`config.mk`:
```
export PLATFORM = sky130hd
export DESIGN_NAME = sub16s_rr_sched
export DESIGN_NICKNAME = d
export VERILOG_FILES = /design/src/rtl/sub16s_rr_sched.sv
export SDC_FILE = /design/constraint.sdc
export NUM_CORES = 1
export LEC_CHECK = 0
export BUFFER_PORTS_ARGS = -buffer_cell sky130_fd_sc_hd__buf_2
export CAP_MARGIN = 10
export CELL_PAD_IN_SITES_DETAIL_PLACEMENT = 1
export CELL_PAD_IN_SITES_GLOBAL_PLACEMENT = 2
export CORE_ASPECT_RATIO = 0.9
export CORE_UTILIZATION = 25
export DETAILED_ROUTE_END_ITERATION = 8
export GPL_TIMING_DRIVEN = 0
export PLACE_DENSITY_LB_ADDON = 0.1
export SYNTH_ARGS = -nofsm -noshare
export SYNTH_HDL_FRONTEND = slang
export SYNTH_SLANG_ARGS = --single-unit
```
`constraint.sdc`:
```
create_clock -name clk -period 5.25 [get_ports clk]
set_clock_uncertainty 0.1 [all_clocks]
set_input_delay 1.05 -clock clk [delete_from_list [all_inputs] [get_ports clk]]
set_output_delay 1.05 -clock clk [all_outputs]
set_load 0.005 [all_outputs]
```
`src/rtl/sub16s_rr_sched.sv`:
```
// Round-robin scheduler sharing one 16-bit signed subtractor between NREQ requesters.
// Optional build macro SUB16S_SAT_EN: saturate rsp_result on overflow instead of wrapping.
module sub16s_rr_sched #(
    parameter int unsigned NREQ = 4,
    parameter int unsigned IDW  = (NREQ > 1) ? $clog2(NREQ) : 1
) (
    input  logic                 clk,
    input  logic                 rst_n,
    input  logic [NREQ-1:0]      req_valid,
    output logic [NREQ-1:0]      req_ready,
    input  logic [16*NREQ-1:0]   req_a,
    input  logic [16*NREQ-1:0]   req_b,
    output logic                 rsp_valid,
    input  logic                 rsp_ready,
    output logic [IDW-1:0]       rsp_id,
    output logic [15:0]          rsp_result,
    output logic                 rsp_overflow,
    input  logic                 cnt_clr,
    output logic [15:0]          op_cnt,
    output logic [7:0]           ovf_cnt
);

    localparam int unsigned DW = 16;
    localparam logic [IDW:0] NREQ_W = (IDW+1)'(NREQ);
    localparam logic [IDW-1:0] LAST_ID = IDW'(NREQ - 1);

    typedef enum logic {EMPTY = 1'b0, FULL = 1'b1} state_t;

    state_t           state;
    logic [IDW-1:0]   ptr;
    logic [IDW:0]     cand;
    logic             grant_found;
    logic [IDW-1:0]   grant_idx;
    logic             accept;
    logic             fire;
    logic [DW-1:0]    a_sel;
    logic [DW-1:0]    b_sel;
    logic [DW:0]      diff;
    logic             ovf_c;
    logic [DW-1:0]    res_c;
    logic [IDW-1:0]   ptr_nxt;

    // First valid requester at or after ptr, wrapping modulo NREQ.
    always_comb begin
        cand        = '0;
        grant_found = 1'b0;
        grant_idx   = '0;
        for (int unsigned k = 0; k < NREQ; k++) begin
            cand = {1'b0, ptr} + (IDW+1)'(k);
            if (cand >= NREQ_W) begin
                cand = cand - NREQ_W;
            end
            if (!grant_found && req_valid[cand[IDW-1:0]]) begin
                grant_found = 1'b1;
                grant_idx   = cand[IDW-1:0];
            end
        end
    end

    assign accept = (state == EMPTY) | rsp_ready;
    assign fire   = accept & grant_found;

    // req_ready is forced low while reset is asserted.
    always_comb begin
        req_ready = '0;
        if (fire && rst_n) begin
            req_ready[grant_idx] = 1'b1;
        end
    end

    assign a_sel = req_a[{grant_idx, 4'b0000} +: DW];
    assign b_sel = req_b[{grant_idx, 4'b0000} +: DW];
    assign diff  = {a_sel[DW-1], a_sel} - {b_sel[DW-1], b_sel};
    assign ovf_c = diff[DW] ^ diff[DW-1];

`ifdef SUB16S_SAT_EN
    assign res_c = ovf_c ? (diff[DW] ? 16'h8000 : 16'h7FFF) : diff[DW-1:0];
`else
    assign res_c = diff[DW-1:0];
`endif

    assign ptr_nxt   = (grant_idx == LAST_ID) ? '0 : grant_idx + IDW'(1);
    assign rsp_valid = (state == FULL);

    // Output stage: load on accept, drain to EMPTY when consumed with nothing new.
    always_ff @(posedge clk or negedge rst_n) begin
        if (!rst_n) begin
            state        <= EMPTY;
            ptr          <= '0;
            rsp_id       <= '0;
            rsp_result   <= '0;
            rsp_overflow <= 1'b0;
        end else begin
            if (fire) begin
                state        <= FULL;
                ptr          <= ptr_nxt;
                rsp_id       <= grant_idx;
                rsp_result   <= res_c;
                rsp_overflow <= ovf_c;
            end else if (state == FULL && rsp_ready) begin
                state <= EMPTY;
            end
        end
    end

    // Saturating debug counters; clear wins over a coincident accept.
    always_ff @(posedge clk or negedge rst_n) begin
        if (!rst_n) begin
            op_cnt  <= '0;
            ovf_cnt <= '0;
        end else if (cnt_clr) begin
            op_cnt  <= '0;
            ovf_cnt <= '0;
        end else if (fire) begin
            if (op_cnt != 16'hFFFF) begin
                op_cnt <= op_cnt + 16'd1;
            end
            if (ovf_c && ovf_cnt != 8'hFF) begin
                ovf_cnt <= ovf_cnt + 8'd1;
            end
        end
    end

endmodule

```
==> out/results.ini <==
[synthesis]
netlist_area_mm2 = 0.004074
ys_seq_area_frac = 0.2826
yosysWarnings = 0
synth_fp_nets = 719
synth_top_area_share = 0.2826
ys_top_cells_by_count = nand2_1 (180), o21ai_0 (47), dfrtp_1 (46)
ys_ff_latch = 46
yosys.area.top_type = dfrtp_1
synth_area_leaders = dfrtp_1 (28%), nand2_1 (17%), ha_1 (6.8%)
synth-edff-count = 0
synth_cells = 560
async_flop_share = 1.000
avgSynthCellArea_um2 = 7.275
synth_ff_type = dfrtp_1
yosysMostFrequentCell = nand2_1
synth.distinct_cells = 58

[worst_setup_path]
end_kind = flip-flop
worstSetupPathType = input port to flip-flop
r2r_start = ptr[0]
cp_data_required_time_ps = 5330
r2r_slack_ps = 690
path_max_fanout = 10
cp-start-kind = input port
r2r_cells = 18
r2r_end = ovf_cnt[4]
arrival_ps = 5030

[drt]
drc_errors = 0
num_vias = 4666
dr.first_iter.drc_count = 152
vias_per_cell = 4.886
ant_nets = 0
avgRoutedWirePerCell_um = 16.54
finalWirelength_um = 15800
dr.pass1.iters = 4

[clock_network]
clkSlewWorstSetupHoldPaths_ps = 70
cts_buffers = 5
cts_hold_buf = 0
cts_tree = done
cts_root_buf = clkbuf_16
cts-htree-levels = 2
cts.sinks = 46
worstSkewPairLatency_ps = 290
cts_buffer_depth = 2

[place]
port_buffers = 183
place_area_mm2 = 0.005243
globalplace.congestion = 0.8057
place_worst_setup_slack_ps = -640.0
dp_hpwl_um = 13030
post-place-cells = 945

[cells_and_area]
fin_nets = 911
diodes = 0
area_growth_syn_to_layout_pct = 33.51
post-route-util = 0.3474
nFillCells = 2006
layout.cells.non_filler = 955
final_cell_area_mm2 = 0.005439
drive_gt1_frac = 0.2961

[worst_hold_path]
min_path_cells = 2
min_from = rsp_result[8]
hp-class = flip-flop to flip-flop
whs_endpoint = rsp_result[8]

[grt]
grt_max_degree = 51
grt_remaining_overflow = 0
grt_use_total = 0.1865
first_global_vias = 4653
grt_pass1_wl_um = 24200
antenna_found_initial = 0

[die]
die_width_um = 136.6
ios = 184
floorplan.initialDensity = 0.2602
die-area_mm2 = 0.01681
core_area_mm2 = 0.01566
die_h_um = 123.1
num_rows = 43

[timing]
tightest_slew_ps = 583.1
fmax_ghz = 0.2019
drv_slew = 0
hold_viol = 0
grt_setup_unrepaired = false
setup_viol = 0
whs_ps = 378.8
period_needed_ps = 4952
finalCritPeriodShare = 0.9432
fin_ws_ps = 298.2
relSlewSlack = 0.6113

[run_status]
status = complete, no violations

[job]
maxCapViolations = 0

[pwr]
p_leak_nw = 2.830
ir_worst_vdd_mv = 0.1603
power.density_mw_per_mm2 = 509.5

[repair_timing]
item                       in CTS  in global routing
setup endpoints to repair       9                  9
pin swaps                       0                  1
setup buffers                   0                  1
resized for setup               3                  8
[worst max-delay path by stage]
stage                             to    startpoint  cells after the start
after floorplan           ovf_cnt[3]  req_valid[3]                     18
after global placement    ovf_cnt[3]  req_valid[3]                     19
after detailed placement  ovf_cnt[6]  req_valid[3]                     19
after CTS                 ovf_cnt[5]  req_valid[3]                     19
after global routing      ovf_cnt[3]  req_valid[3]                     19
final                     ovf_cnt[4]  req_valid[0]                     16
[placed cells by master (no fill, tap or decap), drive strengths merged, types with 2 or more instances in the layout]
cell    synthesis  layout
nor4            2       2
a21oi          19      19
nand2         180     180
buf            10     192
a31oi          17      17
mux2            9       9
nand3          23      23
a211oi          4       4
mux2i           9       9
nand2b          7       7
and2            4       4
and4            3       3
and3b           2       2
o31ai           3       3
ha             22      22
a221oi          3       3
o21a            2       2
or2             2       2
o21bai          2       2
inv             8       8
and3           24      24
xor2           14      14
a211o           2       2
xnor2           9       9
o21ba           2       2
o21ai          48      48
dfrtp          46      46
nor4b           4       4
nor2b           9       9
clkbuf         20      30
o22ai           2       2
or3             4       4
nor3            3       3
nor2           26      26
nand4           8       8
[where the power goes]
| group | leakage (nW) | switching (W) | internal, W |
|---|---|---|---|
| combinational | 2.16 | 0.00115 | 0.000787 |
| clock | 0.0739 | 0.000138 | 0.000189 |
| sequential | 0.596 | 0.0000636 | 0.000446 |
| total | 2.83 | 0.00135 | 0.00142 |
[per-stage QoR]
| step | total power, W | setup TNS [ps] |
|---|---|---|
| CTS | 0.002801 | 0 |
| detailed placement | 0.002453 | -5559 |
| floorplan | 0.001855 | 0 |
| finish | 0.002771 | 0 |
| global placement | 0.002405 | -4423 |
| global route | 0.003055 | 0 |
[critical path, stage by stage]
cell	delay (ps)
buf_2	120
or4_1	590
nand2_1	260
buf_2	290
clkbuf_2	280
nand3_1	100
o21ai_0	120
ha_1	330
o21ai_0	300
a211oi_2	110
o21ai_0	350
o21ai_1	120
and3b_1	210
buf_6	140
nor4_1	300
mux2_1	350
[layout make-up]
| class | count | area, µm² | area share |
|---|---|---|---|
| multi-input cells | 476 | 2778 | 0.5107 |
| clock inverters | 1 | 5.005 | 0.0009202 |
| inverters | 8 | 30.03 | 0.005521 |
| clock buffers | 7 | 142.6 | 0.02623 |
| plain buffers | 30 | 136.4 | 0.02507 |
| repair buffers | 185 | 943.4 | 0.1735 |
| well taps | 202 | 252.7 | 0.04647 |
| flip-flops and latches | 46 | 1151 | 0.2116 |
[logic make-up (layout without fill, tap and decap cells)]
| logic type | Yosys count | in the layout | synth area share |
|---|---|---|---|
| AND/OR/NAND/NOR | 304 | 304 | 0.3464 |
| AO/OA/AOI/OAI | 108 | 108 | 0.1637 |
| flip-flops | 46 | 46 | 0.2826 |
| buffers and inverters | 38 | 231 | 0.03839 |
| adder cells (fa/ha/maj) | 23 | 23 | 0.07248 |
| XOR/XNOR | 23 | 23 | 0.04945 |
| multiplexers | 18 | 18 | 0.04699 |
[state kept, by name (all words and copies together) (netlist names)]
| register | cells |
|---|---|
| rsp_overflow | 1 |
| op_cnt | 16 |
| ovf_cnt | 8 |
| rsp_valid | 1 |
| rsp_result | 16 |
| rsp_id | 2 |
| ptr | 2 |
[routing by layer]
layer	vias to the layer above	track usage	part of all wire
met1	2274	0.2584	0.47
met3	6	0.02296	0.029
li1	2310	-	-
met5	-	0	0
met4	0	0.02569	0.0057
met2	76	0.3157	0.50
(Power assumes the default switching activity.)
